### src/rtl/hazard_scoreboard_pkg.sv
// Shared types for the decode-stage hazard scoreboard: in-flight writeback entry and sizing helpers.
package hazard_scoreboard_pkg;

    localparam int unsigned REG_ADDR_W = 5;

    typedef logic [REG_ADDR_W-1:0] reg_addr_t;

    typedef struct packed {
        logic      valid;
        reg_addr_t wbaddr;
        logic      rf_wen;
        logic      is_load;
        logic      is_csr;
    } hazard_entry_t;

    // Bypass select needs one code per stage plus "regfile".
    function automatic int unsigned sel_width(input int unsigned nstages);
        return $clog2(nstages + 1);
    endfunction

endpackage

### src/rtl/hazard_scoreboard_if.sv
// Decoder <-> scoreboard bundle: decode-stage operand/destination info in, stall and bypass selects out.
interface hazard_scoreboard_if
    import hazard_scoreboard_pkg::*;
#(
    parameter int unsigned SELW = 2
);
    typedef logic [SELW-1:0] bypass_sel_t;

    logic        dec_valid;
    reg_addr_t   dec_rs1_addr;
    reg_addr_t   dec_rs2_addr;
    logic        dec_rs1_oen;
    logic        dec_rs2_oen;
    reg_addr_t   dec_wb_addr;
    logic        dec_rf_wen;
    logic        dec_is_load;
    logic        dec_is_csr;
    logic        dec_kill;
    logic        cmiss_stall;
    logic        dec_stall;
    bypass_sel_t rs1_byp_sel;
    bypass_sel_t rs2_byp_sel;
    logic        pipe_busy;

    modport master (
        output dec_valid, dec_rs1_addr, dec_rs2_addr, dec_rs1_oen, dec_rs2_oen,
               dec_wb_addr, dec_rf_wen, dec_is_load, dec_is_csr, dec_kill, cmiss_stall,
        input  dec_stall, rs1_byp_sel, rs2_byp_sel, pipe_busy
    );

    modport slave (
        input  dec_valid, dec_rs1_addr, dec_rs2_addr, dec_rs1_oen, dec_rs2_oen,
               dec_wb_addr, dec_rf_wen, dec_is_load, dec_is_csr, dec_kill, cmiss_stall,
        output dec_stall, rs1_byp_sel, rs2_byp_sel, pipe_busy
    );

endinterface

### src/rtl/hazard_scoreboard_match.sv
// Per-operand hazard check: finds the youngest in-flight writer of src and decides forward vs stall.
module hazard_scoreboard_match
    import hazard_scoreboard_pkg::*;
#(
    parameter int unsigned NSTAGES    = 3,
    parameter int unsigned LOAD_READY = 1,
    parameter bit          BYPASS_EN  = 1'b1,
    parameter int unsigned SELW       = 2
) (
    input  hazard_entry_t    entries [NSTAGES],
    input  reg_addr_t        src,
    input  logic             oen,
    output logic             stall,
    output logic [SELW-1:0]  byp_sel
);

    logic found;
    logic ready;
    logic unused_csr;

    // Lowest index is youngest; the first hit shadows any older writer of the same register.
    always_comb begin
        stall   = 1'b0;
        byp_sel = '0;
        found   = 1'b0;
        ready   = 1'b0;
        for (int unsigned k = 0; k < NSTAGES; k++) begin
            if (!found && oen && (src != '0) && entries[k].valid && entries[k].rf_wen &&
                (entries[k].wbaddr == src)) begin
                found = 1'b1;
                ready = !entries[k].is_load || (k >= LOAD_READY);
                if (ready && BYPASS_EN) begin
                    byp_sel = SELW'(k + 1);
                end else begin
                    stall = 1'b1;
                end
            end
        end
    end

    always_comb begin
        unused_csr = 1'b0;
        for (int unsigned k = 0; k < NSTAGES; k++) begin
            unused_csr = unused_csr ^ entries[k].is_csr;
        end
    end

endmodule

### src/rtl/hazard_scoreboard.sv
// Decode-stage hazard/bypass unit: shadow pipeline of in-flight writebacks plus stall/bypass decisions.
module hazard_scoreboard
    import hazard_scoreboard_pkg::*;
#(
    parameter int unsigned NSTAGES    = 3,
    parameter int unsigned LOAD_READY = 1,
    parameter int unsigned CSR_DRAIN  = 1,
    parameter bit          BYPASS_EN  = 1'b1
) (
    input  logic                clk,
    input  logic                reset,
    hazard_scoreboard_if.slave  bus
);

    localparam int unsigned SELW = sel_width(NSTAGES);

    hazard_entry_t    stage_q [NSTAGES];
    hazard_entry_t    issue_entry;
    logic             rs1_stall;
    logic             rs2_stall;
    logic             csr_hold;
    logic             busy;
    logic             stall;
    logic [SELW-1:0]  rs1_sel;
    logic [SELW-1:0]  rs2_sel;

    hazard_scoreboard_match #(
        .NSTAGES(NSTAGES), .LOAD_READY(LOAD_READY), .BYPASS_EN(BYPASS_EN), .SELW(SELW)
    ) u_match_rs1 (
        .entries(stage_q), .src(bus.dec_rs1_addr), .oen(bus.dec_rs1_oen),
        .stall(rs1_stall), .byp_sel(rs1_sel)
    );

    hazard_scoreboard_match #(
        .NSTAGES(NSTAGES), .LOAD_READY(LOAD_READY), .BYPASS_EN(BYPASS_EN), .SELW(SELW)
    ) u_match_rs2 (
        .entries(stage_q), .src(bus.dec_rs2_addr), .oen(bus.dec_rs2_oen),
        .stall(rs2_stall), .byp_sel(rs2_sel)
    );

    // CSR drain window and pipeline occupancy summaries.
    always_comb begin
        csr_hold = 1'b0;
        busy     = 1'b0;
        for (int unsigned k = 0; k < NSTAGES; k++) begin
            if ((k < CSR_DRAIN) && stage_q[k].valid && stage_q[k].is_csr) begin
                csr_hold = 1'b1;
            end
            if (stage_q[k].valid && (stage_q[k].rf_wen || stage_q[k].is_csr)) begin
                busy = 1'b1;
            end
        end
    end

    assign stall = bus.dec_valid && !bus.dec_kill && (rs1_stall || rs2_stall || csr_hold);

    assign bus.dec_stall   = stall;
    assign bus.rs1_byp_sel = rs1_sel;
    assign bus.rs2_byp_sel = rs2_sel;
    assign bus.pipe_busy   = busy;

    always_comb begin
        issue_entry         = '0;
        issue_entry.valid   = bus.dec_valid;
        issue_entry.wbaddr  = bus.dec_wb_addr;
        issue_entry.rf_wen  = bus.dec_rf_wen;
        issue_entry.is_load = bus.dec_is_load;
        issue_entry.is_csr  = bus.dec_is_csr;
    end

    // Shift register advance: reset clears, cache miss freezes, stall/kill inject a bubble.
    always_ff @(posedge clk) begin
        if (reset) begin
            for (int unsigned k = 0; k < NSTAGES; k++) begin
                stage_q[k] <= '0;
            end
        end else if (!bus.cmiss_stall) begin
            for (int unsigned k = 1; k < NSTAGES; k++) begin
                stage_q[k] <= stage_q[k-1];
            end
            stage_q[0] <= (stall || bus.dec_kill) ? hazard_entry_t'('0) : issue_entry;
        end
    end

endmodule

### src/flat_wrapper.sv
// flat-port wrapper written by rule: the top's interface ports become plain ports
module hazard_scoreboard_flat import hazard_scoreboard_pkg::*;
#(
    parameter int unsigned NSTAGES    = 3,
    parameter int unsigned LOAD_READY = 1,
    parameter int unsigned CSR_DRAIN  = 1,
    parameter bit          BYPASS_EN  = 1'b1
)
  (clk, reset, bus_dec_valid, bus_dec_rs1_addr, bus_dec_rs2_addr, bus_dec_rs1_oen, bus_dec_rs2_oen, bus_dec_wb_addr, bus_dec_rf_wen, bus_dec_is_load, bus_dec_is_csr, bus_dec_kill, bus_cmiss_stall, bus_dec_stall, bus_rs1_byp_sel, bus_rs2_byp_sel, bus_pipe_busy);
  hazard_scoreboard_if #(.SELW(2)) bus_i ();
  input  logic clk;
  input  logic reset;
  input wire logic [$bits(bus_i.dec_valid)-1:0] bus_dec_valid;
  input wire logic [$bits(bus_i.dec_rs1_addr)-1:0] bus_dec_rs1_addr;
  input wire logic [$bits(bus_i.dec_rs2_addr)-1:0] bus_dec_rs2_addr;
  input wire logic [$bits(bus_i.dec_rs1_oen)-1:0] bus_dec_rs1_oen;
  input wire logic [$bits(bus_i.dec_rs2_oen)-1:0] bus_dec_rs2_oen;
  input wire logic [$bits(bus_i.dec_wb_addr)-1:0] bus_dec_wb_addr;
  input wire logic [$bits(bus_i.dec_rf_wen)-1:0] bus_dec_rf_wen;
  input wire logic [$bits(bus_i.dec_is_load)-1:0] bus_dec_is_load;
  input wire logic [$bits(bus_i.dec_is_csr)-1:0] bus_dec_is_csr;
  input wire logic [$bits(bus_i.dec_kill)-1:0] bus_dec_kill;
  input wire logic [$bits(bus_i.cmiss_stall)-1:0] bus_cmiss_stall;
  output wire logic [$bits(bus_i.dec_stall)-1:0] bus_dec_stall;
  output wire logic [$bits(bus_i.rs1_byp_sel)-1:0] bus_rs1_byp_sel;
  output wire logic [$bits(bus_i.rs2_byp_sel)-1:0] bus_rs2_byp_sel;
  output wire logic [$bits(bus_i.pipe_busy)-1:0] bus_pipe_busy;
  assign bus_i.dec_valid = bus_dec_valid;
  assign bus_i.dec_rs1_addr = bus_dec_rs1_addr;
  assign bus_i.dec_rs2_addr = bus_dec_rs2_addr;
  assign bus_i.dec_rs1_oen = bus_dec_rs1_oen;
  assign bus_i.dec_rs2_oen = bus_dec_rs2_oen;
  assign bus_i.dec_wb_addr = bus_dec_wb_addr;
  assign bus_i.dec_rf_wen = bus_dec_rf_wen;
  assign bus_i.dec_is_load = bus_dec_is_load;
  assign bus_i.dec_is_csr = bus_dec_is_csr;
  assign bus_i.dec_kill = bus_dec_kill;
  assign bus_i.cmiss_stall = bus_cmiss_stall;
  assign bus_dec_stall = bus_i.dec_stall;
  assign bus_rs1_byp_sel = bus_i.rs1_byp_sel;
  assign bus_rs2_byp_sel = bus_i.rs2_byp_sel;
  assign bus_pipe_busy = bus_i.pipe_busy;
  hazard_scoreboard #(.NSTAGES(NSTAGES), .LOAD_READY(LOAD_READY), .CSR_DRAIN(CSR_DRAIN), .BYPASS_EN(BYPASS_EN)) u_core (.clk(clk), .reset(reset), .bus(bus_i));
endmodule
### config.mk
export PLATFORM = sky130hd
export DESIGN_NAME = hazard_scoreboard_flat
export DESIGN_NICKNAME = d
export VERILOG_FILES = /design/src/rtl/hazard_scoreboard_pkg.sv /design/src/rtl/hazard_scoreboard_if.sv /design/src/rtl/hazard_scoreboard_match.sv /design/src/rtl/hazard_scoreboard.sv /design/src/flat_wrapper.sv
export SDC_FILE = /design/constraint.sdc
export NUM_CORES = 1
export LEC_CHECK = 0
export ABC_CLOCK_PERIOD_IN_PS = 2150
export CAP_MARGIN = 20
export CELL_PAD_IN_SITES_DETAIL_PLACEMENT = 0
export CELL_PAD_IN_SITES_GLOBAL_PLACEMENT = 1
export CORE_UTILIZATION = 37
export DETAILED_ROUTE_END_ITERATION = 16
export GPL_TIMING_DRIVEN = 0
export PLACE_DENSITY_LB_ADDON = 0.3
export SLEW_MARGIN = 20
export SYNTH_ARGS = -nofsm -noshare
export SYNTH_HDL_FRONTEND = slang
export SYNTH_SLANG_ARGS = --single-unit
### constraint.sdc
create_clock -name clk -period 2.15 [get_ports clk]
set_clock_uncertainty 0.1 [all_clocks]
set_input_delay 0.43 -clock clk [delete_from_list [all_inputs] [get_ports clk]]
set_output_delay 0.43 -clock clk [all_outputs]
set_load 0.02 [all_outputs]
==> key figures, run 1 <==
GRT
  • Global-route wire length before repair: slightly above 6 mm
  • GRT Total Usage: between 10% and 20%
  • GRT Residual Overflow: 0
  • Vias in the first global route: 1408
  • Initial antenna violation count: 0
  • Largest net degree at the start of global routing: 14

Final layout
  • Share of layout cells above drive strength 1: 31.7%
  • Nets: 234
  • Largest reg by FF count: u_core.stage_q
  • Biggest regs: u_core.stage_q x25
  • ANT cells: 0
  • Area Growth Syn to Fin: 40.0%
  • Max reg flops: 25
  • Final core utilization: 54.3%
  • Cell Count, Final, Fillers Out: 256

Logic synthesis
  • Dominant cells by area after synthesis: dfxtp_1 (35%), xnor2_1 (16%), mux2i_1 (11%)
  • Synthesis-stage register bit count: 25
  • Yosys top cell by area: dfxtp_1
  • Multiplexer share of the synthesized area: 11.3%
  • Cells after synthesis: 166
  • Compound-Gate Fraction of Synth Area: 8.99%
  • Share of flip-flops with an asynchronous set or reset: 0%
  • Synth unique cells: 33
  • Mapped Nets: 191
  • Synth top area share: 35.3%
  • Post-synthesis average cell area: 8.55 sq um
  • Top_reg_cell synth: dfxtp_1
  • Synth Area in XOR/XNOR: 18.5%
  • Main combinational cell family by area after synthesis: simple AND/OR/NAND/NOR gates
  • Sequential share of the synthesized area: 35.3%
  • Post-synth EDFFs: 0
  • Post-Synthesis Cell Area: approximately 0.0014 sq mm
  • Adder-Cell Fraction of Synth Area: 0%
  • Synthesis warning total: 0
  • Synth Area in Simple Gates: 24.2%

Worst setup path
  • Crit path arrival time: 1.93 ns
  • Crit start category: register
  • Crit-path max FO: 3
  • R2r setup slk: -0.10 ns
  • Worst Setup End Kind: primary output
  • Worst Path Required: 1.62 ns
  • WS Path Type: register to primary output

Timing
  • RSZ-0062 raised after global routing: true
  • F_max: 406 MHz
  • Final setup margin: -0.314 ns
  • Worst Tran Pin Value: 0.686 ns
  • Total negative slack: -0.994 ns
  • Slew headroom: 53.9%
  • Endpoints failing setup: 6
  • Final period util: 115%
  • Final min period: 2.46 ns
  • Fin. Hold Viols: 0
  • Slew Limit Fails: 0
  • WHS: 0.391 ns

Clocking
  • Hold_buf cts: 0
  • CTS tree: built
  • Clock Latency Late Sink: about 0.26 ns
  • Max Buffers Root-to-Sink: 2
  • Sinks on Clock Net: 25
  • Root buffer cell: clkbuf_8
  • Worst-path clk slew: 0.09 ns
  • H-tree depth: 1
  • Total CTS buffers: 3

Min path
  • Hold crit path type: register to register

Floorplan
  • Core area: 0.00366 sq mm
  • Die Width: 63.9 um
  • Die area: 0.00409 sq mm
  • Die H: 63.9 um
  • Num rows: 22
  • Top Ports: 31
  • Initial Utilization: 38.8%

Routing
  • Routed Antenna Nets: 0
  • DRT Wirelength: 3.63 mm
  • Vias/cell: 5.20
  • WL/cell: 14.2 um
  • Drt first pass iters: 4
  • Initial DRC Count: 45
  • DRC violations left: 0
  • DR vias: 1330

Power
  • Peak VDD IR: 361 uV
  • Leakage power: 0.000751 uW
  • Power Dens Cells: 469 mW/mm^2

Status
  • Status: finished with violations
  • Failing checks: negative setup slack

Placement
  • # port buffers: 28
  • Placer congestion estimate: about 0.9
  • DP HPWL: 2.61 mm
  • Placed cells: 242

Run
  • Max Cap Viol: 0
area by class of cell:
cell class | count | area (sq um)
Fill cell | 345 | 1670
Clock buffer | 4 | 45.0
Inverter | 1 | 3.75
Tap cell | 48 | 60.1
Timing Repair Buffer | 38 | 313
Sequential cell | 25 | 518
Buffer | 5 | 21.3
Multi-Input combinational cell | 135 | 1030
synthesized netlist by cell type, drive strengths merged, types with 2 or more instances:
library cell / number
nor4: 4
nand2: 23
or4: 2
nand3: 2
clkbuf: 2
nor2b: 2
o21ai: 13
xor2: 4
nor4b: 2
nor3: 2
or3: 3
mux2i: 16
buf: 3
xnor2: 26
nand4: 6
a21oi: 3
dfxtp: 25
nor2: 18
where the power goes:
part           leakage, uW  internal [uW]  total, uW  switching, uW
sequential        0.000209            475        492           16.7
combinational     0.000519           88.0        165           76.9
clock            0.0000228            132        275            143
path summary, 6_finish.rpt:
path / startpoint / end / depth (start not counted)
max: u_core.stage_q[4] / bus_rs1_byp_sel[0] / 6
min: u_core.stage_q[22] / u_core.stage_q[22] / 2
min reg2reg: u_core.stage_q[22] / u_core.stage_q[22] / 2
max reg2reg: u_core.stage_q[24] / u_core.stage_q[26] / 10
layer usage:
metal / wire [um] / share of wire (%) / track usage, % / vias up
li1: - / - / - / 662
met1: 1690 / 47 / 22.8 / 643
met2: 1780 / 49 / 33.9 / 19
met3: 96 / 2.6 / 2.50 / 6
met4: 66 / 1.8 / 7.10 / 0
met5: 0 / 0 / 0 / -
worst max-delay path, cell delays in order (launching register included):
cell     delay [ns]
dfxtp_2        0.34
xnor2_1        0.14
nand4_1        0.16
or3_4          0.36
or3b_1         0.39
a21oi_2        0.13
buf_4          0.15
layout by cell type (no fill, tap or decap), drive strengths merged:
cell type       n
a211oi          1
a21o            1
a21oi           3
a22o            1
and3            1
and4b           1
buf            27
clkbuf          7
clkdlybuf4s50  13
dfxtp          25
inv             1
mux2i          16
nand2          23
nand2b          1
nand3           2
nand4           6
nor2           18
nor2b           2
nor3            2
nor3b           1
nor4            4
nor4b           2
o21a            1
o21ai          13
or3             3
or3b            1
or4             2
xnor2          26
xor2            4
through the flow:
| stage | area, sq um | setup slack [ns] | total power, uW |
|---|---|---|---|
| 2_1_floorplan | 1430 | -0.0192 | 574 |
| 3_5_place_dp | 1770 | -1.19 | 647 |
| 3_3_place_gp | 1770 | -1.17 | 645 |
| 6_report | 1990 | -0.314 | 931 |
| 5_1_grt | 1990 | -0.375 | 977 |
| 4_1_cts | 1910 | -0.251 | 926 |
logic make-up (layout without fill, tap and decap cells):
group	after synthesis	count (layout)
AND/OR/NAND/NOR	69	69
XOR/XNOR	30	30
flip-flops	25	25
AO/OA/AOI/OAI	20	20
multiplexers	16	16
buffers and inverters	6	48
repair_timing:
action / 4_1_cts / 5_1_grt
setup buffers: 10 / 0
pin swaps: 14 / 4
resized for setup: 90 / 13
setup endpoints to repair: 5 / 7
Note: power is estimated with default switching activity, not from simulation.
==> run 2, diff against run 1 <==
--- a/config.mk
+++ b/config.mk
@@ -6,7 +6,7 @@
 export NUM_CORES = 1
 export LEC_CHECK = 0
 export ABC_CLOCK_PERIOD_IN_PS = 2150
-export CAP_MARGIN = 20
+export CAP_MARGIN = 25
 export CELL_PAD_IN_SITES_DETAIL_PLACEMENT = 0
 export CELL_PAD_IN_SITES_GLOBAL_PLACEMENT = 1
 export CORE_UTILIZATION = 37
==> results of run 2 <==
No change in the layout: final DEF, timing and power equal those of run 1.
